==> src/rtl/hazard_sched.sv <==
// -----------------------------------------------------------------------------
// hazard_sched
//   Central hazard scheduler for the 5-stage core (F/D/E/M/W). Every cycle it
//   combines the hazard sources into one consistent set of per-stage stall and
//   flush controls. The hazard sources are: load-use, imem/dmem wait, mul/div
//   occupancy, EX redirect and CSR/exception flush.
//
//   Fixed priority, highest first:
//     csr_flush_eff > dmem_wait > mul/div busy > redirect > load-use > imem_wait
//
//   State held across cycles:
//     - a two-state FSM (IDLE / MD_BUSY) that tracks mul/div occupancy, with a
//       timeout counter.
//     - csr_pend, which keeps a CSR flush deferred behind an outstanding
//       data-memory access.
//   All outputs are combinational from state and inputs, and are forced to 0
//   while reset is low.
//
// Ports:
//   clk, reset (async, active-low)
//   id_valid, ra1, ra2                 D-stage operands
//   ex_valid, dstE, ex_memtoreg        E-stage destination / load flag
//   imem_wait, dmem_wait               memory wait
//   md_start, md_done                  multicycle mul/div handshake
//   redirect, csr_flush                flush requests
//   stallF..stallM, flushD..flushM     pipeline register controls
//   md_err                             one-cycle pulse on mul/div timeout
//
// Optional feature (macro HAZARD_PERF_EN):
//   Adds 32-bit counters perf_load_stall, perf_mem_stall, perf_md_stall and
//   perf_flush. Each one counts the cycles in which its rule won arbitration.
// -----------------------------------------------------------------------------
module hazard_sched #(
  parameter int REG_AW     = 5,
  parameter int MD_TIMEOUT = 64
) (
  input  logic              clk,
  input  logic              reset,
  input  logic              id_valid,
  input  logic [REG_AW-1:0] ra1,
  input  logic [REG_AW-1:0] ra2,
  input  logic              ex_valid,
  input  logic [REG_AW-1:0] dstE,
  input  logic              ex_memtoreg,
  input  logic              imem_wait,
  input  logic              dmem_wait,
  input  logic              md_start,
  input  logic              md_done,
  input  logic              redirect,
  input  logic              csr_flush,
  output logic              stallF,
  output logic              stallD,
  output logic              stallE,
  output logic              stallM,
  output logic              flushD,
  output logic              flushE,
  output logic              flushM,
  output logic              md_err
`ifdef HAZARD_PERF_EN
  ,
  output logic [31:0]       perf_load_stall,
  output logic [31:0]       perf_mem_stall,
  output logic [31:0]       perf_md_stall,
  output logic [31:0]       perf_flush
`endif
);

  typedef enum logic {IDLE = 1'b0, MD_BUSY = 1'b1} state_e;

  localparam logic [6:0] TMO_LAST = 7'(MD_TIMEOUT - 1);

  state_e     state_q, state_d;
  logic [6:0] md_cnt_q, md_cnt_d;
  logic       csr_pend_q, csr_pend_d;

  logic csr_flush_eff;
  logic md_busy, md_timeout, md_stall, load_use;
  logic win_csr, win_mem, win_md, win_redir, win_lu, win_imem;

  // A CSR flush cannot be applied while M still waits on dmem. The flush is
  // remembered in csr_pend and fires on the first cycle dmem_wait drops.
  assign csr_flush_eff = (csr_flush | csr_pend_q) & ~dmem_wait;

  assign md_busy    = (state_q == MD_BUSY);
  assign md_timeout = md_busy & (md_cnt_q == TMO_LAST);
  // The done cycle and the timeout cycle both release the pipeline.
  assign md_stall   = md_busy & ~md_done & ~md_timeout;

  assign load_use = ex_valid & ex_memtoreg & id_valid & (dstE != '0) &
                    ((ra1 == dstE) | (ra2 == dstE));

  // One-hot winner of the priority chain. It is gated by reset so that the
  // outputs are 0 while reset is held, whatever the inputs are.
  assign win_csr   = reset & csr_flush_eff;
  assign win_mem   = reset & ~csr_flush_eff & dmem_wait;
  assign win_md    = reset & ~csr_flush_eff & ~dmem_wait & md_stall;
  assign win_redir = reset & ~csr_flush_eff & ~dmem_wait & ~md_stall & redirect;
  assign win_lu    = reset & ~csr_flush_eff & ~dmem_wait & ~md_stall & ~redirect &
                     load_use;
  assign win_imem  = reset & ~csr_flush_eff & ~dmem_wait & ~md_stall & ~redirect &
                     ~load_use & imem_wait;

  // Exactly one rule drives the outputs, so a stage is never stalled and
  // flushed in the same cycle. An imem_wait that loses to mul/div or load-use
  // still has stallF set by the winning rule, and D is held rather than
  // flushed.
  assign stallF = win_mem | win_md | win_lu | win_imem;
  assign stallD = win_mem | win_md | win_lu;
  assign stallE = win_mem | win_md;
  assign stallM = win_mem;
  assign flushD = win_csr | win_redir | win_imem;
  assign flushE = win_csr | win_redir | win_lu;
  assign flushM = win_csr | win_md;
  assign md_err = reset & md_timeout & ~md_done;

  always_comb begin
    state_d    = state_q;
    md_cnt_d   = md_cnt_q;
    csr_pend_d = csr_pend_q;

    if (csr_flush_eff) begin
      csr_pend_d = 1'b0;
    end else if (csr_flush & dmem_wait) begin
      csr_pend_d = 1'b1;
    end

    case (state_q)
      IDLE: begin
        if (md_start & ex_valid & ~csr_flush_eff) begin
          state_d  = MD_BUSY;
          md_cnt_d = '0;
        end
      end
      MD_BUSY: begin
        if (md_cnt_q != 7'h7F) begin
          md_cnt_d = md_cnt_q + 7'd1;
        end
        if (md_done | md_timeout | csr_flush_eff) begin
          state_d = IDLE;
        end
      end
      default: state_d = IDLE;
    endcase
  end

  always_ff @(posedge clk or negedge reset) begin
    if (!reset) begin
      state_q    <= IDLE;
      md_cnt_q   <= '0;
      csr_pend_q <= 1'b0;
    end else begin
      state_q    <= state_d;
      md_cnt_q   <= md_cnt_d;
      csr_pend_q <= csr_pend_d;
    end
  end

`ifdef HAZARD_PERF_EN
  always_ff @(posedge clk or negedge reset) begin
    if (!reset) begin
      perf_load_stall <= '0;
      perf_mem_stall  <= '0;
      perf_md_stall   <= '0;
      perf_flush      <= '0;
    end else begin
      if (win_lu)  perf_load_stall <= perf_load_stall + 32'd1;
      if (win_mem) perf_mem_stall  <= perf_mem_stall + 32'd1;
      if (win_md)  perf_md_stall   <= perf_md_stall + 32'd1;
      if (win_csr) perf_flush      <= perf_flush + 32'd1;
    end
  end
`endif

endmodule
==> config.mk <==
export PLATFORM = sky130hd
export DESIGN_NAME = hazard_sched
export DESIGN_NICKNAME = d
export VERILOG_FILES = /design/src/rtl/hazard_sched.sv
export SDC_FILE = /design/constraint.sdc
export NUM_CORES = 1
export LEC_CHECK = 0
export ABC_AREA = 1
export BUFFER_PORTS_ARGS = -buffer_cell sky130_fd_sc_hd__buf_2
export CORE_MARGIN = 2
export CORE_UTILIZATION = 50
export DETAILED_ROUTE_END_ITERATION = 10
export GPL_TIMING_DRIVEN = 0
export PLACE_DENSITY = 0.83
export SETUP_SLACK_MARGIN = 0.3
export SYNTH_ARGS = -nofsm -noshare
export SYNTH_HDL_FRONTEND = slang
export SYNTH_SLANG_ARGS = --single-unit
==> constraint.sdc <==
create_clock -name clk -period 4 [get_ports clk]
set_clock_uncertainty 0.15 [all_clocks]
set_input_delay 0.4 -clock clk [delete_from_list [all_inputs] [get_ports clk]]
set_output_delay 0.4 -clock clk [all_outputs]
set_load 0.02 [all_outputs]
* After elaboration in Yosys (flattened, before gate mapping)
Cells that the tools add are included.
Storage, ports and cells: register bits after elaboration 9, latch bits 0, bits in writable memories 0, ROM bits 0, bits of input ports 26, memories 0
Cells by class: add/sub/neg operators 1, $mul 0, divide/modulo/power cells 0, $lt $le $gt $ge 0, eq/ne operators 6, shift-type cells 0, mux-type cells 8, bitwise operators 43, reductions and logical operators 3
Operators with widths (count):
- AND 1 bit | 24
- two-way mux 7 bit | 2
- case mux 7 bit (2 select lines) | 1
- bitwise OR 1 bit | 11
- == test 5 bit | 2
- NOT 1 bit | 8
- adder 7 x 1 -> 7 bit, second input constant | 1
- == test 7 x 6 -> 1 bit, second input constant | 1
- != test 7 bit, second input constant | 1
- nonzero test 5 bit | 1
- two-way mux 1 bit | 4
- != test 2 x 1 -> 1 bit, second input constant | 1
- != test 2 bit, second input constant | 1
- case mux 1 bit (2 select lines) | 1
- AND reduction 2 bit | 1
- nonzero test 2 bit | 1

* Longest topological paths before layout
Gate-level depths: netlist of run 1.
depth in word-level cells 10, depth in mapped cells 9, depth with buffers taken out 9

* Least setup slack after synthesis of run 1
Ideal clock, no wire load.
kind register to output, start point reg md_cnt_q[0], end point out stallF, data arrival time 1416 ps, data required time 3450 ps, slack 2034 ps, stages on the path, launching flop included 9, cells stage by stage dfrtp_1 > ha_1 > nand2_1 > nor2_1 > nand3_2 > nand3_1 > nand2_1 > inv_1 > nand3_1
RTL lines:
- start: declaration | line 73 | logic [6:0] md_cnt_q, md_cnt_d;
- start signal: assignment | line 153 | md_cnt_q <= md_cnt_d;
- == test 7 x 6 -> 1 bit | line 85 | assign md_timeout = md_busy & (md_cnt_q == TMO_LAST);
- AND 1 bit | line 85
- NOT 1 bit | line 87 | assign md_stall = md_busy & ~md_done & ~md_timeout;
- AND 1 bit | line 87
- AND 1 bit | line 96 | assign win_md = reset & ~csr_flush_eff & ~dmem_wait & md_stall;
- bitwise OR 1 bit
- via stallE | line 53 | output logic stallE,
- bitwise OR 1 bit (2 in series) | line 107 | assign stallF = win_mem | win_md | win_lu | win_imem;
- end: declaration | line 51 | output logic stallF,
The timed path passes the listed nets, and every way through them passes these cells.

* Worst setup path in the final report of run 1
start point in reset, end point out stallF
On the way: cells in the longest elaborated chain, start to end 7
RTL lines:
- start: declaration | line 38 | input logic reset,
- AND 1 bit (*)
- AND 1 bit | line 96, 98, 100
- AND 1 bit (2 in series) | line 98, 100
- AND 1 bit, on equally long branches | line 98, 100
- bitwise OR 1 bit / AND 1 bit (equally long branches) | line 107, 101
- bitwise OR 1 bit (*) | line 107
Every way passes the cells marked *; elsewhere a longest branch is shown, timed or not.

==> results of run 1 <==
[worst max-delay path, stage by stage]
cell and delay (ns):
dlygate4sd3_1 0.52, buf_2 0.26, and3_2 0.25, nand3_2 0.08
nor2_1 0.09, nand2_1 0.08, nand3_1 0.06, buf_2 0.16
[worst max path at each step]
stage                     slack (ns)     end  cells past startpoint
after floorplan                 2.03  stallF                      8
after CTS                       1.54  stallF                      8
final                           1.55  stallF                      8
after global routing            1.41  flushE                      8
after global placement          1.96  stallF                     10
after detailed placement        1.94  stallF                     10
[flip-flops by register name, indices dropped and copies added (netlist names)]
name / cells
csr_pend_q: 1
md_cnt_q: 7
md_busy: 1
[layout by cell type (no fill, tap or decap)]
cell type       n
a21oi_1         2
a21oi_4         1
and3_2          1
buf_2          33
clkbuf_1        1
clkbuf_4        3
dfrtp_1         9
dlygate4sd3_1   1
ha_1            1
inv_1          26
inv_2           1
nand2_1        46
nand2_2         1
nand3_1        11
nand3_2         3
nand4_1         3
nor2_1         14
nor2_4          1
nor3_1          1
nor3_2          1
o21ai_0         5
o21ai_1         1
or2_2           2
xnor2_1         2
xor2_1          2
[metal layers]
layer  vias to the layer above  wire length [um]
li1                        487                 -
met1                       379               747
met2                        21               895
met3                         2                87
met4                         0                10
met5                         -                 0
[cell type report]
| type | instances | area (um^2) | share of cell area, % |
|---|---|---|---|
| Tap cell | 16 | 20.0 | 1.94 |
| Clock buffer | 4 | 26.3 | 2.54 |
| Multi-Input combinational cell | 98 | 485 | 47.0 |
| Sequential cell | 9 | 225 | 21.8 |
| Timing Repair Buffer | 34 | 175 | 16.9 |
| Inverter | 27 | 101 | 9.81 |
[stage by stage]
stage	setup slack (ns)	hold slack, ns	power, mW	cell area, um^2	util, %
detailed placement	1.94	0.130	0.207	997	66.2
finish	1.55	0.251	0.274	1030	68.6
floorplan	2.03	-0.0456	0.175	812	-
global route	1.41	0.271	0.300	1030	68.6
CTS	1.54	0.246	0.277	1030	68.6
global placement	1.96	0.126	0.204	997	66.2
[kinds of logic (layout without fill, tap and decap cells)]
family          count (synthesis)  in the layout  synth area share [%]
compound gates                  9              9                  6.93
xor+xnor                        4              4                  4.32
fa+ha+maj                       1              1                  1.54
buf+inv                        27             65                  12.5
flops                           9              9                  27.7
simple gates                   84             84                  47.0
[report_power, final]
group / internal [mW] / switching, mW
Sequential: 0.105 / 0.0161
Clock: 0.0383 / 0.0292
Combinational: 0.0378 / 0.0477
[repair_timing]
item | CTS | global route
hold buffers | 1 | 0
hold endpoints to repair | 9 | 0
setup buffers | 0 | 0
==> run summary, run 1 <==
Hold depth: 3
CP endpoint kind: output port
Initial antenna violation count: 0
Power density cells: 265 nW/um^2
CTS Buf Count: 3
Initial Utilization: 53.9%
RSZ-0062 raised after global routing: false
Fin crit share: 61.2%
TNS Setup: 0 ns
Die area: 1960 um^2
Cell Area, Synth: 812 um^2
Count leader, synth: nand2_1
RR Endpoint: md_cnt_q[5]$_DFFE_PN0P_
Worst slew margin: 80.1%
Syn_area_per_cell: 6.06 um^2
# rows: 14
Maximum VDD drop: 382 uV
Drt initial violations: 11
FFs w/ async S/R, synth: 100%
Share of layout cells above drive strength 1: 27.3%
Synthesis-stage register bit count: 9
Grt total ovfl: 0
Synth cell types: 21
Global routing usage on met3: 6.12%
Met2 Track Usage GR: 35.3%
Crit path from: reset
Tmin final: 2.45 ns
Primary FF master, synth: dfrtp_1
# setup viols final: 0
Via count of the first global-routing pass: 770
Fillers: 144
Core outline area: 1510 um^2
Dpl hpwl: 1500 um
M1 GR Usage: 22.8%
IO buf count: 33
Clock Latency Late Sink: 0.26 ns
Final WL: 1740 um
Leak: 0.645 nW
Max clock buf depth: 2
H-tree depth: 1
WS Path Type: input port to output port
Data required, critical path: 3.45 ns
WL per Instance: 9.26 um
CP max FO: 12
Hold crit path type: input port to flop
CTS tree: done
Run status: completed
Root Buffer Master: clkbuf_4
Synth area leader: dfrtp_1
Gp weighted congestion: 0.783
Final hold violations: 0
Layout Cells excl Fill: 188
Post_cts resized: 0
Total Nets Final: 200
# Max-Cap Violations: 0
Worst slew pin tran: 0.299 ns
Reg-to-reg startpoint: md_cnt_q[0]$_DFFE_PN0P_
Seq/Total Area, Yosys: 27.7%
Synth area leaders: dfrtp_1, nand2_1, inv_1, nand3_1, nor2_1
Area grow syn2layout: 27.3%
Initial DRT Pass Iterations: 4
Clk pin slew, worst setup/hold paths: 0.05 ns
Worst Hold Endpoint: csr_pend_q$_DFFE_PN0P_
Clock Sinks: 9
Mapped Cells: 134
Ys Warns: 0
GRT Util Overall: 19.6%
Synth cell count leaders: nand2_1, inv_1, nor2_1
F_max: 0.409 GHz
Share of the synthesized area in the top cell type: 27.7%
First-pass GRT wire length: 2880 um
Post-Syn Nets: 161
Die span in x: 44.3 um
Vias per cell: 4.73
Crit start category: input port
Max-slew violations: 0
Post-route antenna net violation count: 0
# IOs: 34
Hold Crit Start: dmem_wait
Inst Count DP: 183
CP arrival: 1.90 ns
Total number of vias: 889
Worst R2R Path Depth: 6
Setup slack, reg-to-reg: 2.27 ns
# diodes: 0
Die height: 44.3 um
Busiest grt layer: met2
# DRC: 0
Largest net degree at the start of global routing: 13
EDFF count, synth: 0
No activity file was read; power rests on OpenSTA's default activity.
==> run 2, diff against run 1 <==
Settings changed: ABC_AREA 1 to 0, CORE_UTILIZATION 50 to 44, PLACE_DENSITY 0.83 to 0.77.
Clock period 4 ns to 2.4 ns, I/O delays scaled along.
==> run 2 against run 1 <==
Net effect: first-iteration DRC count shrank 45%; sequential cell count is the same; clock power rose by 72%; global-route usage decreased by 1.0 points; critical path depth unchanged; clock-buffer cell count stayed put; via count down 16%; utilization increased by 1.8 points; non-clock buffer count rose by 9; synthesized cell count fell by 41%; setup slack worse by 1.4 ns; combinational power is 120% higher; critical path type is now flop to output port; largest cell class unchanged.
==> run summary, run 2 <==
Run status: completed
F_max: 0.449 GHz
Mapped Cells: 79 (-41%)
Largest family of logic cells by synthesized area: simple AND/OR/NAND/NOR gates
# IOs: 34 (unchanged)
Total number of vias: 749 (-16%)
Worst Hold Endpoint: csr_pend_q$_DFFE_PN0P_
Mux cell area share after synthesis: 0% (unchanged)
Ys Warns: 0 (unchanged)
Initial Utilization: 46.7% (-7.2 points)
Fin crit share: 92.9%
Hold depth: 2 (-1)
Primary FF master, synth: dfrtp_1
Max clock buf depth: 2 (unchanged)
Initial DRT Pass Iterations: 4 (unchanged)
Inst Count DP: 128 (-30%)
Compound-Gate Fraction of Synth Area: 16.5% (+9.6 points)
CP arrival: 1.84 ns (-0.06 ns)
Hold Crit Start: dmem_wait
Worst slew pin tran: 0.438 ns (+0.139 ns)
Die height: 43.8 um (-1.2%)
Post-Syn Nets: 106 (-34%)
Synth cell count leaders: xor2_1, nor2_1, dfrtp_1
Dpl hpwl: 1210 um (-19%)
Number of flip-flops under the largest register name: 7 (unchanged)
IO buf count: 33 (unchanged)
Synth area leaders: dfrtp_1, xor2_1, nor2_1, nand2_1, nand3_1
Setup slack, reg-to-reg: 0.39 ns (-1.88 ns)
RR Endpoint: md_cnt_q[5]$_DFFE_PN0P_
H-tree depth: 1 (unchanged)
Worst R2R Path Depth: 8 (+2)
# diodes: 0 (unchanged)
GRT Util Overall: 18.5% (-1.0 points)
Share of the synthesized area in the top cell type: 32.4% (+4.6 points)
Drt initial violations: 6 (-5)
Clk pin slew, worst setup/hold paths: 0.06 ns (about the same)
Synth Area in XOR/XNOR: 17.6% (+13 points)
CP max stage cell: dfrtp_1
Clock Latency Late Sink: 0.26 ns (about the same)
# setup viols final: 0 (unchanged)
Initial antenna violation count: 0 (unchanged)
Die span in x: 43.8 um (-1.2%)
TNS Setup: 0 ns (unchanged)
Max-slew violations: 0 (unchanged)
Largest net degree at the start of global routing: 10 (-3)
Total Nets Final: 154 (-23%)
Biggest register: md_cnt_q
# rows: 14 (unchanged)
Final WL: 1860 um (+6.6%)
WS Path Type: flop to output port
Core outline area: 1490 um^2 (-1.2%)
FFs w/ async S/R, synth: 100% (unchanged)
Grt total ovfl: 0 (unchanged)
CTS Buf Count: 3 (unchanged)
WL per Instance: 13.1 um (+41%)
Leak: 0.515 nW (-20%)
CP peak stage delay: 0.39 ns (-0.13 ns)
Adder-cell share of the synthesized area: 1.80% (+0.26 points)
Syn_area_per_cell: 8.81 um^2 (+45%)
Area grow syn2layout: 50.7%
Final hold violations: 0 (unchanged)
Crit start category: flop
Synth cell types: 31 (+48%)
CTS tree: done
RSZ-0062 raised after global routing: true
# DRC: 0 (unchanged)
# Max-Cap Violations: 0 (unchanged)
Count leader, synth: xor2_1
Die area: 1910 um^2 (-2.4%)
EDFF count, synth: 0 (unchanged)
Reg-to-reg startpoint: md_cnt_q[1]$_DFFE_PN0P_
First-pass GRT wire length: 2690 um (-6.5%)
Synth Area in Simple Gates: 29.0% (-18 points)
Gp weighted congestion: 0.722 (-7.9%)
CP endpoint kind: output port
Cell Area, Synth: 696 um^2 (-14%)
Seq/Total Area, Yosys: 32.4% (+4.6 points)
Power density cells: 476 nW/um^2 (+80%)
Layout Cells excl Fill: 142 (-24%)
Root Buffer Master: clkbuf_4
Clock Sinks: 9 (unchanged)
Worst slew margin: 70.7% (-9.4 points)
Via count of the first global-routing pass: 667 (-13%)
Critical path cell sequence: ha_2, and4_4, a31o_4, buf_6, nor4_4, nor2_2, nand2_1, buf_6
Leading cell type in the layout, fill and taps excluded: buf_2
Most common cell on crit path: buf_6
Share of layout cells above drive strength 1: 46.0% (+19 points)
Vias per cell: 5.27 (+12%)
Tmin final: 2.23 ns
Maximum VDD drop: 345 uV (-9.5%)
Synth area leader: dfrtp_1
Data required, critical path: 2.01 ns (-1.44 ns)
Hold crit path type: input port to flop
Synthesis-stage register bit count: 9 (unchanged)
Commonest non-fill, non-tap cells in the layout: buf_2, xor2_1, nor2_1
Post-route antenna net violation count: 0 (unchanged)
CP max FO: 3 (-9)
-- run 2: changes by cell type in the layout (fill, tap and decap cells not counted), moves of 2 or more --
| cell | delta |
|---|---|
| nand2b_1 | +2 |
| nand4_1 | -2 |
| buf_2 | -5 |
| nand3_2 | -3 |
| xor2_1 | +11 |
| or2_2 | -2 |
| o31ai_1 | +2 |
| inv_1 | -21 |
| buf_4 | +9 |
| buf_6 | +5 |
| nand2_1 | -41 |
| o21ai_0 | -3 |
| nand3_1 | -7 |
| nor2_1 | -4 |
-- run 2: worst max-delay path by stage --
stage	startpoint	slack (ns)	to	cells past startpoint
floorplan	md_cnt_q[0]$_DFFE_PN0P_	0.39	flushD	5
global placement	md_cnt_q[0]$_DFFE_PN0P_	0.27	stallF	7
detailed placement	md_cnt_q[0]$_DFFE_PN0P_	0.26	stallF	7
CTS	md_cnt_q[0]$_DFFE_PN0P_	0.18	stallF	8
global route	md_cnt_q[0]$_DFFE_PN0P_	0.10	stallF	7
finish	md_cnt_q[1]$_DFFE_PN0P_	0.17	stallD	8
-- run 2: worst max-delay path: cells and delay by family (launching register included) --
| family | cells | cell delay (ns) |
|---|---|---|
| AND/OR/NAND/NOR | 4 | 0.51 |
| flip-flops | 1 | 0.39 |
| buffers and inverters | 2 | 0.25 |
| AO/OA/AOI/OAI | 1 | 0.24 |
| adder cells (fa/ha/maj) | 1 | 0.19 |
-- run 2: final cells by class --
| class | count | area [um^2] |
|---|---|---|
| sequential | 9 | 225 |
| inverter | 5 | 18.8 |
| tap | 16 | 20.0 |
| multi-input combinational | 65 | 484 |
| clock buffer | 4 | 26.3 |
| fill | 111 | 440 |
| timing repair buffer | 43 | 274 |
-- run 2: cell families after synthesis --
group,count (synthesis)
and+or+nand+nor,36
AOI/OAI and AO/OA,14
xor gates and xnor gates,14
DFF,9
buffers and inverters,5
adders and majority gates,1
-- run 2: per-layer routing --
layer,vias up,wire [um],global-route usage (%)
met5,-,0,0
li1,371,-,-
met4,0,46,7.27
met1,340,720,21.6
met2,34,907,32.6
met3,4,181,4.17
-- run 2: what timing repair did --
action / 4_1_cts / 5_1_grt
cloned: 0 / 0
resized for setup: 9 / 8
hold buffers: 1 / 0
buffers inserted: 7 / 2
endpoints found under the setup margin: 6 / 7
hold endpoints to repair: 9 / 0
pin swaps: 6 / 2
-- run 2: metrics by stage --
step                setup slack [ns]  area [um^2]  util, %  total power, mW  hold slack, ns
floorplan                      0.394          696        -            0.275          -0.206
global placement               0.268          881     59.2            0.322         -0.0388
detailed placement             0.260          881     59.2            0.326         -0.0361
CTS                            0.185          998     67.1            0.485          0.0812
global route                   0.100         1050     70.4            0.533           0.106
finish                         0.171         1050     70.4            0.499          0.0890
-- run 2: power breakdown --
group	internal (mW)	switching, mW	total, mW
Clock	0.0640	0.0519	0.116
Sequential	0.176	0.0215	0.197
Combinational	0.0990	0.0875	0.186
Total	0.339	0.161	0.499
